==> config.mk <==
export PLATFORM = sky130hd
export DESIGN_NAME = alu_seq
export DESIGN_NICKNAME = d
export VERILOG_FILES = /design/src/rtl/alu_pkg.sv /design/src/rtl/muldiv_iter.sv /design/src/rtl/alu_seq.sv
export SDC_FILE = /design/constraint.sdc
export NUM_CORES = 1
export LEC_CHECK = 0
export BUFFER_PORTS_ARGS = -buffer_cell sky130_fd_sc_hd__clkbuf_2
export CORE_MARGIN = 3
export CORE_UTILIZATION = 40
export DETAILED_ROUTE_END_ITERATION = 8
export GPL_ROUTABILITY_DRIVEN = 1
export GPL_TIMING_DRIVEN = 0
export PLACE_DENSITY = 0.65
export SYNTH_ARGS = -nofsm -noshare
export SYNTH_HDL_FRONTEND = slang
export SYNTH_SLANG_ARGS = --single-unit
==> constraint.sdc <==
create_clock -name clk -period 2.7 [get_ports clk]
set_input_delay 0.54 -clock clk [delete_from_list [all_inputs] [get_ports clk]]
set_output_delay 0.54 -clock clk [all_outputs]
set_load 0.01 [all_outputs]
==> src/rtl/alu_pkg.sv <==
// Shared types and constants for the 8-bit multi-cycle execute stage.
package alu_pkg;

    localparam int DATA_W      = 8;
    localparam int REG_ADDR_W  = 4;
    localparam int ITER_CYCLES = 8;
    localparam int CNT_W       = $clog2(ITER_CYCLES);

    typedef enum logic [2:0] {
        OP_ADD,
        OP_SUB,
        OP_AND,
        OP_OR,
        OP_XOR,
        OP_SHL,
        OP_MUL,
        OP_DIV
    } op_t;

    typedef enum logic [1:0] {
        S_IDLE,
        S_ITER,
        S_DONE
    } alu_state_t;

    function automatic logic is_iter_op(op_t o);
        return (o == OP_MUL) || (o == OP_DIV);
    endfunction

endpackage

==> src/rtl/muldiv_iter.sv <==
// Iterative shift-add multiplier / restoring divider, one bit per step.
// Outputs show the value the registers take after the pending step.
module muldiv_iter
    import alu_pkg::*;
#(
    parameter int WIDTH = DATA_W
) (
    input  logic             clk,
    input  logic             reset,
    input  logic             load,
    input  logic             step,
    input  logic             is_div,
    input  logic [WIDTH-1:0] a,
    input  logic [WIDTH-1:0] b,
    output logic [WIDTH-1:0] lo,
    output logic [WIDTH-1:0] hi,
    output logic             div_zero
);

    logic [WIDTH-1:0] hi_q;
    logic [WIDTH-1:0] lo_q;
    logic [WIDTH-1:0] b_q;
    logic             div_q;
    logic             dz_q;

    logic [WIDTH:0]   sum;
    logic [WIDTH:0]   shifted;
    logic [WIDTH-1:0] diff;
    logic             fits;
    logic [WIDTH-1:0] hi_n;
    logic [WIDTH-1:0] lo_n;

    // hi_q holds the product high half or the running remainder;
    // lo_q holds the multiplier being consumed or the dividend/quotient.
    always_comb begin
        sum     = {1'b0, hi_q} + (lo_q[0] ? {1'b0, b_q} : '0);
        shifted = {hi_q, lo_q[WIDTH-1]};
        fits    = shifted >= {1'b0, b_q};
        diff    = shifted[WIDTH-1:0] - b_q;
        if (div_q) begin
            hi_n = fits ? diff : shifted[WIDTH-1:0];
            lo_n = {lo_q[WIDTH-2:0], fits};
        end else begin
            hi_n = sum[WIDTH:1];
            lo_n = {sum[0], lo_q[WIDTH-1:1]};
        end
    end

    assign lo       = lo_n;
    assign hi       = hi_n;
    assign div_zero = dz_q;

    always_ff @(posedge clk or posedge reset) begin
        if (reset) begin
            hi_q  <= '0;
            lo_q  <= '0;
            b_q   <= '0;
            div_q <= 1'b0;
            dz_q  <= 1'b0;
        end else if (load) begin
            hi_q  <= '0;
            lo_q  <= a;
            b_q   <= b;
            div_q <= is_div;
            dz_q  <= is_div && (b == '0);
        end else if (step) begin
            hi_q <= hi_n;
            lo_q <= lo_n;
        end
    end

endmodule

==> src/rtl/alu_seq.sv <==
// Multi-cycle execute stage: single-cycle ALU ops plus 8-step MUL/DIV,
// driving the register-file write port directly.
module alu_seq
    import alu_pkg::*;
#(
    parameter int WIDTH  = DATA_W,
    parameter int ADDR_W = REG_ADDR_W
) (
    input  logic              clk,
    input  logic              reset,
    input  logic              start,
    input  logic [2:0]        op,
    input  logic [WIDTH-1:0]  rd1,
    input  logic [WIDTH-1:0]  rd2,
    input  logic [ADDR_W-1:0] dest,
    output logic              ready,
    output logic              busy,
    output logic              done,
    output logic [WIDTH-1:0]  alu_result,
    output logic [ADDR_W-1:0] wb_addr,
    output logic              write_enable,
    output logic              zero,
    output logic              carry
);

    localparam int SH_W = $clog2(WIDTH);

    alu_state_t        state;
    alu_state_t        state_nxt;
    logic [CNT_W-1:0]  cnt;
    op_t               op_in;
    op_t               op_q;
    logic [ADDR_W-1:0] dest_q;
    logic              accept;
    logic              capture;

    logic [WIDTH:0]    add_full;
    logic [WIDTH:0]    sub_full;
    logic [WIDTH:0]    shl_full;
    logic [WIDTH-1:0]  res_nxt;
    logic              carry_nxt;

    logic [WIDTH-1:0]  md_lo;
    logic [WIDTH-1:0]  md_hi;
    logic              md_dz;

    assign op_in        = op_t'(op);
    assign ready        = (state == S_IDLE) || (state == S_DONE);
    assign busy         = (state == S_ITER);
    assign done         = (state == S_DONE);
    assign write_enable = done && (wb_addr != '0);
    assign accept       = start && ready;

    muldiv_iter #(
        .WIDTH(WIDTH)
    ) u_muldiv (
        .clk     (clk),
        .reset   (reset),
        .load    (accept && is_iter_op(op_in)),
        .step    (busy),
        .is_div  (op_in == OP_DIV),
        .a       (rd1),
        .b       (rd2),
        .lo      (md_lo),
        .hi      (md_hi),
        .div_zero(md_dz)
    );

    always_comb begin
        state_nxt = state;
        unique case (state)
            S_IDLE, S_DONE: begin
                if (accept)
                    state_nxt = is_iter_op(op_in) ? S_ITER : S_DONE;
                else
                    state_nxt = S_IDLE;
            end
            S_ITER: begin
                if (cnt == CNT_W'(ITER_CYCLES - 1))
                    state_nxt = S_DONE;
            end
            default: state_nxt = S_IDLE;
        endcase
    end

    always_comb begin
        add_full  = {1'b0, rd1} + {1'b0, rd2};
        sub_full  = {1'b0, rd1} - {1'b0, rd2};
        shl_full  = {1'b0, rd1} << rd2[SH_W-1:0];
        res_nxt   = '0;
        carry_nxt = 1'b0;
        if (state == S_ITER) begin
            res_nxt   = md_lo;
            carry_nxt = (op_q == OP_DIV) ? md_dz : (md_hi != '0);
        end else begin
            unique case (op_in)
                OP_ADD: {carry_nxt, res_nxt} = add_full;
                OP_SUB: {carry_nxt, res_nxt} = sub_full;
                OP_AND: res_nxt = rd1 & rd2;
                OP_OR:  res_nxt = rd1 | rd2;
                OP_XOR: res_nxt = rd1 ^ rd2;
                // bit WIDTH of the widened shift is the last bit pushed out
                OP_SHL: {carry_nxt, res_nxt} = shl_full;
                OP_MUL, OP_DIV: begin
                end
            endcase
        end
        capture = (state_nxt == S_DONE);
    end

    always_ff @(posedge clk or posedge reset) begin
        if (reset) begin
            state  <= S_IDLE;
            cnt    <= '0;
            op_q   <= OP_ADD;
            dest_q <= '0;
        end else begin
            state <= state_nxt;
            if (accept) begin
                cnt    <= '0;
                op_q   <= op_in;
                dest_q <= dest;
            end else if (busy) begin
                cnt <= cnt + 1'b1;
            end
        end
    end

    always_ff @(posedge clk or posedge reset) begin
        if (reset) begin
            alu_result <= '0;
            wb_addr    <= '0;
            zero       <= 1'b1;
            carry      <= 1'b0;
        end else if (capture) begin
            alu_result <= res_nxt;
            wb_addr    <= busy ? dest_q : dest;
            zero       <= (res_nxt == '0);
            carry      <= carry_nxt;
        end
    end

endmodule

==> results.toml <==
[critical_path]
critPathArrivalTime_ns = 2.77
crit_chain = "ha_1, nor2b_1, o22a_2, o221a_4, or4_4, o211ai_2, nand3_2, nor3_4, o41ai_2"
worstSetupPathType = "flop to flop"
slowest_stage = "or4_4"
startpoint_type = "flop"
cp_slowest_stage_delay_ns = 0.48
cp-end-kind = "flop"
crit_buf_inv = 0
worstPathRequired_ns = 2.85
path_max_fanout = 8
cp_top_family = "simple AND/OR/NAND/NOR gates"

[yosys]
yosysMostFrequentCell = "nand2_1"
synth_top_area_cell = "dfrtp_1"
async_flop_share_pct = 100.0
synth_common_cells = "nand2_1, dfrtp_1, o21ai_0, ha_1, nor2_1"
syn_avg_cell_area_um2 = 8.254
synth_area_um2 = 4688
ys.flop_type = "dfrtp_1"
synth_edf_count = 0
ys_seq_area_share_pct = 27.78
syn_inst = 568
synth_warnings = 0
syn_nets = 643
synth_area_leaders = "dfrtp_1, ha_1, o21ai_0, nand2_1, mux2i_1"
yosysTopAreaCellShare_pct = 27.22
yosysUniqueCellTypes = 77
ys_ff_latch = 52

[detailed_routing]
drt_iter0_drc = 292
viasPerCell = 5.992
drc = 0
ant_nets = 0
post_drt_wl_per_cell_um = 18.84
vias = 4542
drt_wl_total_um = 14280
first_pass_iters = 7

[global_routing]
grt_pass1_wl_um = 22790
grt_max_degree = 30
grt_use_total_pct = 21.66
met1_usage_pct = 30.01
antenna_found_initial = 0
grt_pass1_vias = 4359
gr-usage-met3_pct = 2.484
overflow = 0
grt_busiest_layer = "met2"
grtUsageMet2_pct = 36.34

[clock_tree]
worst_skew_pair.late_latency_ns = 0.29
clk_pin_slew_ns = 0.07
numClockSinks = 52
clk_path_buf_depth = 2
numCtsBuffers = 5
tritoncts = "yes"
cts_root_buf = "clkbuf_16"
htree_levels = 2

[placement]
dp_hpwl_um = 11180
gp_congestion = 0.9936
place_ws_ns = -0.6014
portBuffers = 43

[timing]
period_minus_slack_ns = 2.617
setup_viol = 0
rsz0062_at_grt = "yes"
fin_crit_sh_pct = 96.93
finalSetupTns_ns = 0
fin_ws_ns = 0.08286
slew_headroom_pct = 50.23
hold_viol = 0
tightest_slew_ns = 0.7466
clock_skew_ns = 0.008943
slew_violations = 0
fmax_mhz = 382.1

[cells_and_area]
n_antenna_cell = 0
syn_to_final_growth_pct = 15.03
drive_gt1_share_pct = 18.28
n_fill_cell = 1101
final_core_util_pct = 48.47
fin_nets = 692

[power]
fin_total_pwr_mw = 5.147
p_leak_nw = 2.494
ir_drop_v = 0.0004970
p_per_area_nw_per_um2 = 954.5

[floorplan]
num_io_pins = 44
dieWidth_um = 114.3
core.rowCount = 38
initial_core_util_pct = 42.14
die_area_um2 = 13060
die_h_um = 114.3
fp.coreArea_um2 = 11130

[run_status]
status = "completed"

[run]
maxCapViolCount = 0

[min_path]
hold_path_class = "input port to async pin"
[sequential cells by signal, summed over array words and instances, names as in the netlist]
register	count
u_muldiv.div_q	1
wb_addr	4
u_muldiv.div_zero	1
carry	1
cnt	3
dest_q	4
state	2
u_muldiv.lo_q	8
zero	1
u_muldiv.hi_q	8
u_muldiv.b_q	8
alu_result	8
op_q	3
[kinds of logic (layout without fill, tap and decap cells)]
| group | after synthesis | count (layout) | synth area share, % |
|---|---|---|---|
| DFF | 52 | 52 | 27.78 |
| and+or+nand+nor | 192 | 192 | 19.88 |
| xor gates and xnor gates | 12 | 12 | 2.242 |
| adders and majority gates | 49 | 49 | 13.72 |
| muxes | 27 | 27 | 6.005 |
| AOI/OAI and AO/OA | 166 | 166 | 24.53 |
| buffers and inverters | 70 | 120 | 5.844 |
[layout make-up]
type	count	area, um^2	share of cell area, %
inverters	42	157.7	2.923
clock inverters	2	16.27	0.3016
flip-flops and latches	52	1305	24.20
multi-input cells	446	3249	60.26
repair buffers	46	250.2	4.640
plain buffers	24	110.1	2.042
clock buffers	6	128.9	2.390
well taps	140	175.2	3.248
[per-stage QoR]
step	cell area [um^2]	hold WS, ns	cells
after floorplan	4688	0.4677	568
after global placement	5079	0.4698	751
after detailed placement	5099	0.4724	752
after CTS	5280	0.2952	758
after global routing	5393	0.3278	758
final	5393	0.2742	758
[placed cells by master (no fill, tap or decap), types with 3 or more instances in the layout]
cell,count
xor2_1,4
a31oi_1,5
ha_1,41
mux2_2,9
a221oi_1,3
clkbuf_1,16
nor2b_1,10
clkbuf_16,5
and3_1,5
nor3_1,13
mux2i_1,18
inv_2,4
o211ai_1,6
nand2b_1,7
buf_2,7
nor2_1,44
a21o_1,6
inv_1,37
o221ai_1,10
and2_1,9
o22ai_1,3
nand3b_1,3
ha_2,4
o21ai_0,44
clkbuf_2,43
nand3_1,26
fa_1,3
nand2_1,57
dfrtp_1,49
a211o_1,4
a22oi_1,3
xnor2_1,8
a21oi_1,31
a22o_1,6
[worst reg2reg max path, cell delays in order (launching register included)]
cell	delay, ns
dfrtp_2	0.46
ha_1	0.30
nor2b_1	0.16
o22a_2	0.26
o221a_4	0.34
or4_4	0.49
o211ai_2	0.10
nand3_2	0.15
nor3_4	0.15
o41ai_2	0.08
[path summary, 6_finish.rpt]
kind | slack, ns | start | cells after the start | endpoint
max | 0.08 | u_muldiv.hi_q[0]$_DFFE_PP0P_ | 9 | carry$_DFFE_PP0N_
min | 0.27 | reset | 2 | cnt[2]$_DFFE_PP0P_
max reg2reg | 0.08 | u_muldiv.hi_q[0]$_DFFE_PP0P_ | 9 | carry$_DFFE_PP0N_
min reg2reg | 0.48 | alu_result[4]$_DFFE_PP0N_ | 2 | alu_result[4]$_DFFE_PP0N_
max in group asynchronous | 1.81 | reset | 3 | zero$_DFFE_PP1N_
min in group clk | 0.48 | alu_result[4]$_DFFE_PP0N_ | 2 | alu_result[4]$_DFFE_PP0N_
[power by group]
| part | total, mW | switching, mW | internal, mW |
|---|---|---|---|
| clock network | 0.639 | 0.292 | 0.346 |
| registers | 1.36 | 0.262 | 1.10 |
| logic | 3.15 | 1.86 | 1.28 |
| total | 5.15 | 2.42 | 2.73 |
[metal layers]
layer	wire, um	vias to the layer above
li1	-	2151
met1	6249	2203
met2	6933	164
met3	836	24
met4	263	0
met5	0	-
[timing repair]
action	CTS	global route
gates resized for setup	11	25
pin swaps	0	6
buffers inserted	0	2
hold buffers	0	0
endpoints found under the setup margin	4	4
Note: power is estimated with default switching activity, not from simulation.
